--- config.mk ---
export PLATFORM = sky130hd
export DESIGN_NAME = arf_rat_flat
export DESIGN_NICKNAME = d
export VERILOG_FILES = /design/src/rtl/arf_rat_pkg.sv /design/src/rtl/arf_rat_if.sv /design/src/rtl/arf_rat_entry.sv /design/src/rtl/arf_rat.sv /design/src/flat_wrapper.sv
export SDC_FILE = /design/constraint.sdc
export NUM_CORES = 2
export LEC_CHECK = 0
export ABC_AREA = 1
export CORE_MARGIN = 5
export CORE_UTILIZATION = 30
export DETAILED_ROUTE_END_ITERATION = 8
export PLACE_DENSITY = 0.47
export SYNTH_ARGS = -nofsm -noshare
export SYNTH_HDL_FRONTEND = slang
export SYNTH_SLANG_ARGS = --single-unit
export TNS_END_PERCENT = 30
--- constraint.sdc ---
create_clock -name clk -period 3.8 [get_ports clk]
set_clock_uncertainty 0.1 [all_clocks]
set_input_delay 0.76 -clock clk [delete_from_list [all_inputs] [get_ports clk]]
set_output_delay 0.76 -clock clk [all_outputs]
set_load 0.02 [all_outputs]
--- src/rtl/arf_rat_pkg.sv ---
// Shared types and sizes for the architectural register file / register alias table.
// Contents: register/ROB/data widths, the RAT entry layout, and the source lookup result.
package arf_rat_pkg;

    localparam int N_ARF          = 32;
    localparam int ARF_ID_WIDTH   = 5;
    localparam int ROB_ID_WIDTH   = 5;
    localparam int REG_DATA_WIDTH = 32;

    typedef logic [ARF_ID_WIDTH-1:0]   arf_id_t;
    typedef logic [ROB_ID_WIDTH-1:0]   rob_id_t;
    typedef logic [REG_DATA_WIDTH-1:0] reg_data_t;

    typedef struct packed {
        logic    renamed;
        rob_id_t rob_id;
    } rat_entry_t;

    typedef struct packed {
        logic      renamed;
        rob_id_t   rob_id;
        reg_data_t data;
    } src_lookup_t;

endpackage

--- src/rtl/arf_rat_if.sv ---
// Bus between dispatch/ROB (master) and the ARF/RAT block (slave).
// Carries the dispatch rename request, two source lookups with their results,
// the ROB retire write and the mispredict flush.
interface arf_rat_if;
    import arf_rat_pkg::*;

    logic      dispatch_fire;
    logic      dispatch_dst_valid;
    arf_id_t   dispatch_dst_arf_id;
    rob_id_t   dispatch_rob_id;

    arf_id_t   src1_arf_id;
    arf_id_t   src2_arf_id;
    logic      src1_renamed;
    logic      src2_renamed;
    rob_id_t   src1_rob_id;
    rob_id_t   src2_rob_id;
    reg_data_t src1_reg_data;
    reg_data_t src2_reg_data;

    logic      retire;
    rob_id_t   retire_rob_id;
    arf_id_t   retire_arf_id;
    reg_data_t retire_reg_data;
    logic      retire_redirect_pc_valid;

    modport master (
        output dispatch_fire, dispatch_dst_valid, dispatch_dst_arf_id, dispatch_rob_id,
        output src1_arf_id, src2_arf_id,
        input  src1_renamed, src2_renamed, src1_rob_id, src2_rob_id,
        input  src1_reg_data, src2_reg_data,
        output retire, retire_rob_id, retire_arf_id, retire_reg_data,
        output retire_redirect_pc_valid
    );

    modport slave (
        input  dispatch_fire, dispatch_dst_valid, dispatch_dst_arf_id, dispatch_rob_id,
        input  src1_arf_id, src2_arf_id,
        output src1_renamed, src2_renamed, src1_rob_id, src2_rob_id,
        output src1_reg_data, src2_reg_data,
        input  retire, retire_rob_id, retire_arf_id, retire_reg_data,
        input  retire_redirect_pc_valid
    );

endinterface

--- src/rtl/arf_rat_entry.sv ---
// One architectural register: committed data flop plus its RAT entry.
// Ports:
//   clk, rst_aL      clock, async active-low reset
//   rename_en        dispatch renames this register (already gated by flush)
//   rename_rob_id    ROB id of the new producer
//   retire_wr        ROB retires a write to this register
//   retire_rob_id    ROB id of the retiring instruction
//   retire_data      committed value
//   flush            mispredict flush, clears the rename
//   data_q, rat_q    current committed data and RAT entry
module arf_rat_entry
    import arf_rat_pkg::*;
(
    input  logic       clk,
    input  logic       rst_aL,
    input  logic       rename_en,
    input  rob_id_t    rename_rob_id,
    input  logic       retire_wr,
    input  rob_id_t    retire_rob_id,
    input  reg_data_t  retire_data,
    input  logic       flush,
    output reg_data_t  data_q,
    output rat_entry_t rat_q
);

    reg_data_t  data_d;
    rat_entry_t rat_d;

    always_comb begin
        data_d = data_q;
        rat_d  = rat_q;

        // Retire is in order, so the committed value is always written.
        if (retire_wr) begin
            data_d = retire_data;
        end

        // Flush beats rename; rename beats the retire clear. A retire whose tag
        // does not match leaves the younger producer's rename in place.
        if (flush) begin
            rat_d = '0;
        end else if (rename_en) begin
            rat_d.renamed = 1'b1;
            rat_d.rob_id  = rename_rob_id;
        end else if (retire_wr && (rat_q.rob_id == retire_rob_id)) begin
            rat_d.renamed = 1'b0;
        end
    end

    always_ff @(posedge clk or negedge rst_aL) begin
        if (!rst_aL) begin
            data_q <= '0;
            rat_q  <= '0;
        end else begin
            data_q <= data_d;
            rat_q  <= rat_d;
        end
    end

endmodule

--- src/rtl/arf_rat.sv ---
// Architectural register file plus register alias table.
// Ports:
//   clk, rst_aL   clock, async active-low reset
//   bus           arf_rat_if slave: dispatch rename, two source lookups,
//                 ROB retire write and redirect flush
//   arf_state     flat committed register contents, x0 in the low word
// Lookups are combinational and see pre-rename state; a retire that matches
// the current producer tag is bypassed because the ROB frees that id now.
module arf_rat
    import arf_rat_pkg::*;
(
    input  logic                              clk,
    input  logic                              rst_aL,
    arf_rat_if.slave                          bus,
    output logic [N_ARF*REG_DATA_WIDTH-1:0]   arf_state
);

    reg_data_t   data_arr [N_ARF];
    rat_entry_t  rat_arr  [N_ARF];
    logic        dispatch_we;
    arf_id_t     src_id   [2];
    src_lookup_t src_res  [2];

    assign dispatch_we = bus.dispatch_fire & bus.dispatch_dst_valid
                       & ~bus.retire_redirect_pc_valid;

    // x0 is hardwired zero and never renamed.
    assign data_arr[0] = '0;
    assign rat_arr[0]  = '0;

    for (genvar i = 1; i < N_ARF; i++) begin : g_entry
        arf_rat_entry u_entry (
            .clk           (clk),
            .rst_aL        (rst_aL),
            .rename_en     (dispatch_we && (bus.dispatch_dst_arf_id == arf_id_t'(i))),
            .rename_rob_id (bus.dispatch_rob_id),
            .retire_wr     (bus.retire && (bus.retire_arf_id == arf_id_t'(i))),
            .retire_rob_id (bus.retire_rob_id),
            .retire_data   (bus.retire_reg_data),
            .flush         (bus.retire_redirect_pc_valid),
            .data_q        (data_arr[i]),
            .rat_q         (rat_arr[i])
        );
    end

    assign src_id[0] = bus.src1_arf_id;
    assign src_id[1] = bus.src2_arf_id;

    always_comb begin
        for (int s = 0; s < 2; s++) begin
            src_res[s] = '0;
            if (src_id[s] != '0) begin
                if (bus.retire && (bus.retire_arf_id == src_id[s])
                    && rat_arr[src_id[s]].renamed
                    && (rat_arr[src_id[s]].rob_id == bus.retire_rob_id)) begin
                    src_res[s].renamed = 1'b0;
                    src_res[s].rob_id  = rat_arr[src_id[s]].rob_id;
                    src_res[s].data    = bus.retire_reg_data;
                end else begin
                    src_res[s].renamed = rat_arr[src_id[s]].renamed;
                    src_res[s].rob_id  = rat_arr[src_id[s]].rob_id;
                    src_res[s].data    = data_arr[src_id[s]];
                end
            end
        end
    end

    assign bus.src1_renamed  = src_res[0].renamed;
    assign bus.src1_rob_id   = src_res[0].rob_id;
    assign bus.src1_reg_data = src_res[0].data;
    assign bus.src2_renamed  = src_res[1].renamed;
    assign bus.src2_rob_id   = src_res[1].rob_id;
    assign bus.src2_reg_data = src_res[1].data;

    always_comb begin
        arf_state = '0;
        for (int i = 0; i < N_ARF; i++) begin
            arf_state[i*REG_DATA_WIDTH +: REG_DATA_WIDTH] = data_arr[i];
        end
    end

endmodule

--- src/flat_wrapper.sv ---
// flat-port wrapper written by rule: the top's interface ports become plain ports
module arf_rat_flat import arf_rat_pkg::*;
  (clk, rst_aL, arf_state, bus_dispatch_fire, bus_dispatch_dst_valid, bus_dispatch_dst_arf_id, bus_dispatch_rob_id, bus_src1_arf_id, bus_src2_arf_id, bus_src1_renamed, bus_src2_renamed, bus_src1_rob_id, bus_src2_rob_id, bus_src1_reg_data, bus_src2_reg_data, bus_retire, bus_retire_rob_id, bus_retire_arf_id, bus_retire_reg_data, bus_retire_redirect_pc_valid);
  arf_rat_if bus_i ();
  input  logic clk;
  input  logic rst_aL;
  output logic [N_ARF*REG_DATA_WIDTH-1:0] arf_state;
  input wire logic [$bits(bus_i.dispatch_fire)-1:0] bus_dispatch_fire;
  input wire logic [$bits(bus_i.dispatch_dst_valid)-1:0] bus_dispatch_dst_valid;
  input wire logic [$bits(bus_i.dispatch_dst_arf_id)-1:0] bus_dispatch_dst_arf_id;
  input wire logic [$bits(bus_i.dispatch_rob_id)-1:0] bus_dispatch_rob_id;
  input wire logic [$bits(bus_i.src1_arf_id)-1:0] bus_src1_arf_id;
  input wire logic [$bits(bus_i.src2_arf_id)-1:0] bus_src2_arf_id;
  output wire logic [$bits(bus_i.src1_renamed)-1:0] bus_src1_renamed;
  output wire logic [$bits(bus_i.src2_renamed)-1:0] bus_src2_renamed;
  output wire logic [$bits(bus_i.src1_rob_id)-1:0] bus_src1_rob_id;
  output wire logic [$bits(bus_i.src2_rob_id)-1:0] bus_src2_rob_id;
  output wire logic [$bits(bus_i.src1_reg_data)-1:0] bus_src1_reg_data;
  output wire logic [$bits(bus_i.src2_reg_data)-1:0] bus_src2_reg_data;
  input wire logic [$bits(bus_i.retire)-1:0] bus_retire;
  input wire logic [$bits(bus_i.retire_rob_id)-1:0] bus_retire_rob_id;
  input wire logic [$bits(bus_i.retire_arf_id)-1:0] bus_retire_arf_id;
  input wire logic [$bits(bus_i.retire_reg_data)-1:0] bus_retire_reg_data;
  input wire logic [$bits(bus_i.retire_redirect_pc_valid)-1:0] bus_retire_redirect_pc_valid;
  assign bus_i.dispatch_fire = bus_dispatch_fire;
  assign bus_i.dispatch_dst_valid = bus_dispatch_dst_valid;
  assign bus_i.dispatch_dst_arf_id = bus_dispatch_dst_arf_id;
  assign bus_i.dispatch_rob_id = bus_dispatch_rob_id;
  assign bus_i.src1_arf_id = bus_src1_arf_id;
  assign bus_i.src2_arf_id = bus_src2_arf_id;
  assign bus_src1_renamed = bus_i.src1_renamed;
  assign bus_src2_renamed = bus_i.src2_renamed;
  assign bus_src1_rob_id = bus_i.src1_rob_id;
  assign bus_src2_rob_id = bus_i.src2_rob_id;
  assign bus_src1_reg_data = bus_i.src1_reg_data;
  assign bus_src2_reg_data = bus_i.src2_reg_data;
  assign bus_i.retire = bus_retire;
  assign bus_i.retire_rob_id = bus_retire_rob_id;
  assign bus_i.retire_arf_id = bus_retire_arf_id;
  assign bus_i.retire_reg_data = bus_retire_reg_data;
  assign bus_i.retire_redirect_pc_valid = bus_retire_redirect_pc_valid;
  arf_rat u_core (.clk(clk), .rst_aL(rst_aL), .bus(bus_i), .arf_state(arf_state));
endmodule
Word level (Yosys, flattened, before mapping)

Cells that the tools add are included.

Register bits after elaboration: 1178
Latch bits: 0
Bits in writable memories: 0
Memory bits (read-only): 0
Memories kept: 0

Add/subtract/negate cells: 0
Multiply operators: 0
Divide/modulo/power cells: 0
Magnitude comparators: 2
Equality and inequality tests: 97
Shift operators: 0
Multiplexer cells: 140
Bitwise gates (word level): 5
Reduce and logical (&&, ||, !) cells: 163

Operator list:

| kind                                                             | number |
|---|---|
| 32-bit binary-select mux with 5-bit select                       | 2 |
| 6-bit two-way mux                                                | 35 |
| 5-bit == test                                                    | 35 |
| 5-bit == test (second input constant)                            | 32 |
| 5-bit two-way mux                                                | 31 |
| 38-bit two-way mux                                               | 4 |
| 32-bit two-way mux                                               | 4 |
| 1-bit logical AND                                                | 99 |
| 3-bit nonzero test                                               | 31 |
| 5-bit by 4-bit == test with 1-bit output (second input constant) | 16 |
| 1-bit two-way mux                                                | 62 |
| 2-bit nonzero test                                               | 31 |
| 6-bit binary-select mux with 5-bit select                        | 2 |
| 5-bit by 3-bit == test with 1-bit output (second input constant) | 8 |
| 5-bit by 2-bit == test with 1-bit output (second input constant) | 4 |
| 6-bit greater-or-equal comparator (second input constant)        | 2 |
| 5-bit NOT with 6-bit output                                      | 2 |
| 5-bit by 1-bit == test with 1-bit output (second input constant) | 2 |
| 5-bit nonzero test                                               | 2 |
| 1-bit AND                                                        | 2 |
| 1-bit NOT                                                        | 1 |

Logic depth before layout (Yosys ltp)

Depth in word-level cells: 8
Gate-level depth with buffers: 18
Gate-level depth less buffers: 16

Hierarchy

A second synthesis with hierarchy kept.

Cell total of the unflattened synthesis: 9339
Area, all modules: 77745.8 um^2

By module, submodules not included:

| module        | times used | cells an instance | area each (um^2) | seq. area each (um^2) |
|---|---|---|---|---|
| arf_rat_entry | 31         | 119               | 1680.4           | 950.9 |
| arf_rat       | 1          | 5650              | 25654.6          | 0.0 |

Least setup slack after synthesis

OpenSTA, ideal clock, no wires.

Path kind: input -> output
From: in bus_src1_arf_id[0]
To: out bus_src1_reg_data[10]
Arrival: 2621 ps
Data required time: 2940 ps
Slack: 319 ps
Stages: 17
Path buffers: 4
Cell sequence: buf_4 -> buf_2 -> buf_2 -> nand2_1 -> nand3_1 -> nand3_1 -> nand3_1 -> nand3_1 -> nand2_1 -> nand2_1 -> nand2_1 -> nor2_1 -> nand3_2 -> buf_2 -> nand2_1 -> inv_1 -> nor2_1

Longest elaborated chain between the ends: 8
Elaborated cells between the ends (all ways): 15
Those cells by class: eq/ne (2); mux (8); bitwise (1); reduce/logical (4)

Ends and longest elaborated chain:

| element                                              | RTL line                                    | text |
|---|---|---|
| start, declared                                      | flat_wrapper.sv:12                          | `input wire logic [$bits(bus_i.src1_arf_id)-1:0] bus_src1_arf_id;` |
| 5-bit NOT with 6-bit output (not written as such)    | arf_rat.sv:54, arf_rat.sv:55, arf_rat.sv:62 |  |
| 6-bit binary-select mux with 5-bit select            | arf_rat.sv:54, arf_rat.sv:55                |  |
| 6-bit two-way mux (not written as such) (2 in a row) | arf_rat.sv:55                               | `&& (rat_arr[src_id[s]].rob_id == bus.retire_rob_id)) begin` |
| 5-bit == test or 1-bit logical AND (tied branches)   | arf_rat.sv:55, arf_rat.sv:54                |  |
| 1-bit logical AND                                    | arf_rat.sv:55                               |  |
| 38-bit two-way mux                                   | arf_rat.sv:53                               | `if (bus.retire && (bus.retire_arf_id == src_id[s])` |
| 38-bit two-way mux (*)                               | arf_rat.sv:52                               | `if (src_id[s] != '0) begin` |
| end, declared                                        | flat_wrapper.sv:18                          | `output wire logic [$bits(bus_i.src1_reg_data)-1:0] bus_src1_reg_data;` |

Every way passes the cells marked *; elsewhere a longest branch is shown, timed or not. The select of a mux whose other input is x is not followed.

Worst setup path in the final report

From: reg u_core.g_entry[26].u_entry.rat_q[0] (netlist bit)
To: out bus_src2_reg_data[6]

Longest elaborated chain between the ends: 7

Ends and longest elaborated chain:

| element                                   | RTL line            | text |
|---|---|---|
| start, declared                           | arf_rat_entry.sv:23 | `output rat_entry_t rat_q` |
| start signal, assigned                    | arf_rat_entry.sv:56 | `rat_q <= rat_d;` |
| 6-bit binary-select mux with 5-bit select | arf_rat.sv:55       |  |
| 6-bit two-way mux (2 in a row)            | --                  |  |
| 5-bit == test                             | arf_rat.sv:55       |  |
| 1-bit logical AND                         | arf_rat.sv:55       |  |
| 38-bit two-way mux                        | arf_rat.sv:53       |  |
| 38-bit two-way mux                        | arf_rat.sv:52       |  |
| end, declared                             | flat_wrapper.sv:19  | `output wire logic [$bits(bus_i.src2_reg_data)-1:0] bus_src2_reg_data;` |

Every way passes these cells. The select of a mux whose other input is x is not followed.

==> flow_summary.toml <==
[clock_network]
clk-insertion-delay-late_ns = 0.84
cts.sinks = 1178
htreeDepth = 4
path_clk_slew_ns = 0.06
clock-root-buffer = "clkbuf_16"
cts_buffers = 149
clockBufferDepth = 3
cts_tree = "built"

[floorplanning]
fp.coreArea_um2 = 222000
die_y_um = 481
io_pins = 1168
fp.dieArea_um2 = 232000
start_util = 0.300
die_w_um = 481
num_rows = 173

[placement]
place_ws_ns = -1.30
dp_hpwl_um = 366000
gp_congestion = 1.01
portBuffers = 1135

[sta]
finalSetupViolations = 66
drv_slew = 0
whs_ns = 0.370
slew_headroom = 0.325
min_period_over_period = 1.19
rsz0062_at_grt = "true"
tightest_slew_ns = 1.01
hold_viol_final = 0
fmax_ghz = 0.221
worst_slack_ns = -0.730
fin_crit_ns = 4.53

[pwr]
p_leak_nw = 41.5
irDropWorstVdd_mv = 0.534
powerDensity_nw_per_um2 = 541

[layout]
area_growth_syn_to_layout_pct = 42.1
fillers = 22600
finish.utilization = 0.427
final_layout_size_suffix_gt1_frac = 0.148
nets = 10600

[drt]
drt_pass1_iterations = 8
drt_first_iter_violations = 12300
ant_nets = 0
wire_per_inst_um = 36.5
vias = 80300
wl_um = 496000
drc = 0
avgViaCountPerCell = 5.91

[global_routing]
grt_first_pass_wirelength_um = 664000
antenna_found_initial = 45
grt_overflow_total = 0
grt_start_max_net_pins = 115
track_usage = 0.413
grt_pass1_vias = 73100

[synthesis]
yosysSeqAreaShare = 0.443
synth_warnings = 0
synth_area_leaders = "dfrtp_1, nand2_1, o21ai_0, nand3_1, a21oi_1"
yosys.cell_types.count = 44
ys.flop_type = "dfrtp_1"
postSynthCellCount = 9096
async_reset_ff_frac = 1.00
synth_edf_count = 0
ys_seq_elements = 1178
yosys.area.top_type_share = 0.443
syn_area_um2 = 66600
syn_avg_cell_area_um2 = 7.32
synth_top_cell_by_area = "dfrtp_1"

[run_status]
violations = "setup timing"
run_status = "finished with violations"

[critical_path]
crit_type = "flip-flop to primary output"
crit_required_ns = 2.94
cp_max_fo = 4
end_kind = "primary output"
critPathLaunchType = "flip-flop"
worstPathArrival_ns = 3.67
r2r_cells = 5

[hold_path]
worstHoldPathType = "input port to async pin"

[run]
cap_violations = 0
[synthesized netlist by cell type (2+ instances only)]
cell type / instances
nand2_1: 2887
o21ai_0: 1396
dfrtp_1: 1178
nand3_1: 697
clkbuf_1: 604
a21oi_1: 504
inv_1: 409
o221ai_1: 227
buf_2: 183
nor2_1: 174
o211ai_1: 118
nand4_1: 89
a22oi_1: 69
a211oi_1: 58
buf_1: 58
a31oi_1: 54
a221oi_1: 47
xnor2_1: 46
buf_4: 43
o22ai_1: 32
o2111ai_1: 31
and3_1: 28
xor2_1: 28
o311ai_0: 26
nor3_1: 22
nor4_1: 22
o32ai_1: 13
o31ai_1: 8
clkinv_1: 6
inv_2: 6
o21ai_1: 6
nor2_2: 5
a21o_1: 4
or2_2: 4
buf_6: 3
nand3_2: 2
o41ai_1: 2
[layout make-up]
| cell class | count | area [um2] | area share |
|---|---|---|---|
| clock inverters | 48 | 628 | 0.00663 |
| repair buffers | 2095 | 21600 | 0.228 |
| multi-input cells | 6638 | 33200 | 0.350 |
| inverters | 421 | 1650 | 0.0175 |
| well taps | 2975 | 3720 | 0.0393 |
| diodes | 17 | 42.5 | 0.000449 |
| flip-flops and latches | 1178 | 29500 | 0.311 |
| clock buffers | 218 | 4420 | 0.0467 |
[path summary, 6_finish.rpt]
check                                                     from                                    end  slack [ns]
setup / recovery           u_core.g_entry[26].u_entry.rat_q[0]                   bus_src2_reg_data[6]       -0.73
hold / removal                                          rst_aL  u_core.g_entry[29].u_entry.data_q[16]        0.37
setup reg to reg           u_core.g_entry[22].u_entry.rat_q[4]    u_core.g_entry[22].u_entry.rat_q[5]        1.99
hold reg to reg            u_core.g_entry[23].u_entry.rat_q[4]    u_core.g_entry[23].u_entry.rat_q[4]        0.39
max in group asynchronous                               rst_aL   u_core.g_entry[3].u_entry.data_q[28]        1.95
min in group clk           u_core.g_entry[23].u_entry.rat_q[4]    u_core.g_entry[23].u_entry.rat_q[4]        0.39
[per-layer routing]
metal,global-route usage,part of all wire,up-vias
li1,-,-,33800
met5,0,0.00017,-
met1,0.555,0.40,39800
met3,0.113,0.11,964
met2,0.589,0.41,5648
met4,0.249,0.076,14
[sequential cells by signal, indices dropped and copies added (netlist names)]
register	cells
u_core.g_entry.u_entry.data_q	992
u_core.g_entry.u_entry.rat_q	186
[cells by family (layout without fill, tap and decap cells)]
kind of cell           after synthesis  in the layout  synth area share
AND/OR/NAND/NOR                   3933           3934             0.241
flip-flops                        1178           1178             0.443
other                                1             49         0.0000563
buffers and inverters             1312           2782            0.0801
multiplexers                         1              1          0.000169
XOR/XNOR                            74             74           0.00973
AO/OA/AOI/OAI                     2597           2597             0.226
[metrics by stage]
| stage | total power [W] | TNS [ns] | cells | area (um2) |
|---|---|---|---|---|
| after floorplan | 0.0239 | 0 | 9127 | 66700 |
| after global placement | 0.0353 | -59.41 | 13300 | 87300 |
| after detailed placement | 0.0354 | -59.24 | 13300 | 87300 |
| after CTS | 0.0508 | -30.28 | 13600 | 94300 |
| after global routing | 0.0527 | -37.25 | 13600 | 94600 |
| final | 0.0512 | -33.11 | 13600 | 94700 |
[worst max-delay path: stages, from the launching register on]
cell and delay, ns:
dfrtp_1 0.38, buf_6 0.12, o211ai_1 0.44, o211ai_1 0.19
nand3_2 0.16, nand3_2 0.10, nand3_2 0.07, nand2_2 0.06
nor2_4 0.23, buf_12 0.15, buf_12 0.14, buf_6 0.11
nand4_1 0.31, nand2_2 0.22, buf_6 0.14
[cells in the final DEF, fill, tap and decap left out, drive strengths merged, types with 32 or more instances in the layout]
cell / n
nand2: 2888
o21ai: 1402
dfrtp: 1178
clkdlybuf4s50: 1048
buf: 1034
nand3: 699
a21oi: 504
inv: 419
o221ai: 227
clkbuf: 218
nor2: 181
o211ai: 118
nand4: 89
a22oi: 69
a211oi: 58
a31oi: 54
a221oi: 47
xnor2: 46
clkinv: 34
o22ai: 32
conb: 32
[report_power, final]
| part | internal (W) | switching (W) | leakage [nW] |
|---|---|---|---|
| Combinational | 0.00687 | 0.0107 | 23.7 |
| Sequential | 0.0146 | 0.00391 | 15.3 |
| Clock | 0.00882 | 0.00624 | 2.48 |
[timing repair]
| item | 4_1_cts | 5_1_grt |
|---|---|---|
| gates cloned | 15 | 0 |
| hold buffers | 1 | 0 |
| endpoints found under the setup margin | 66 | 67 |
| endpoints found under the hold margin | 16 | 0 |
| setup buffers | 28 | 10 |
| pin swaps | 70 | 29 |
| resized for setup | 467 | 77 |
(Power assumes the default switching activity.)
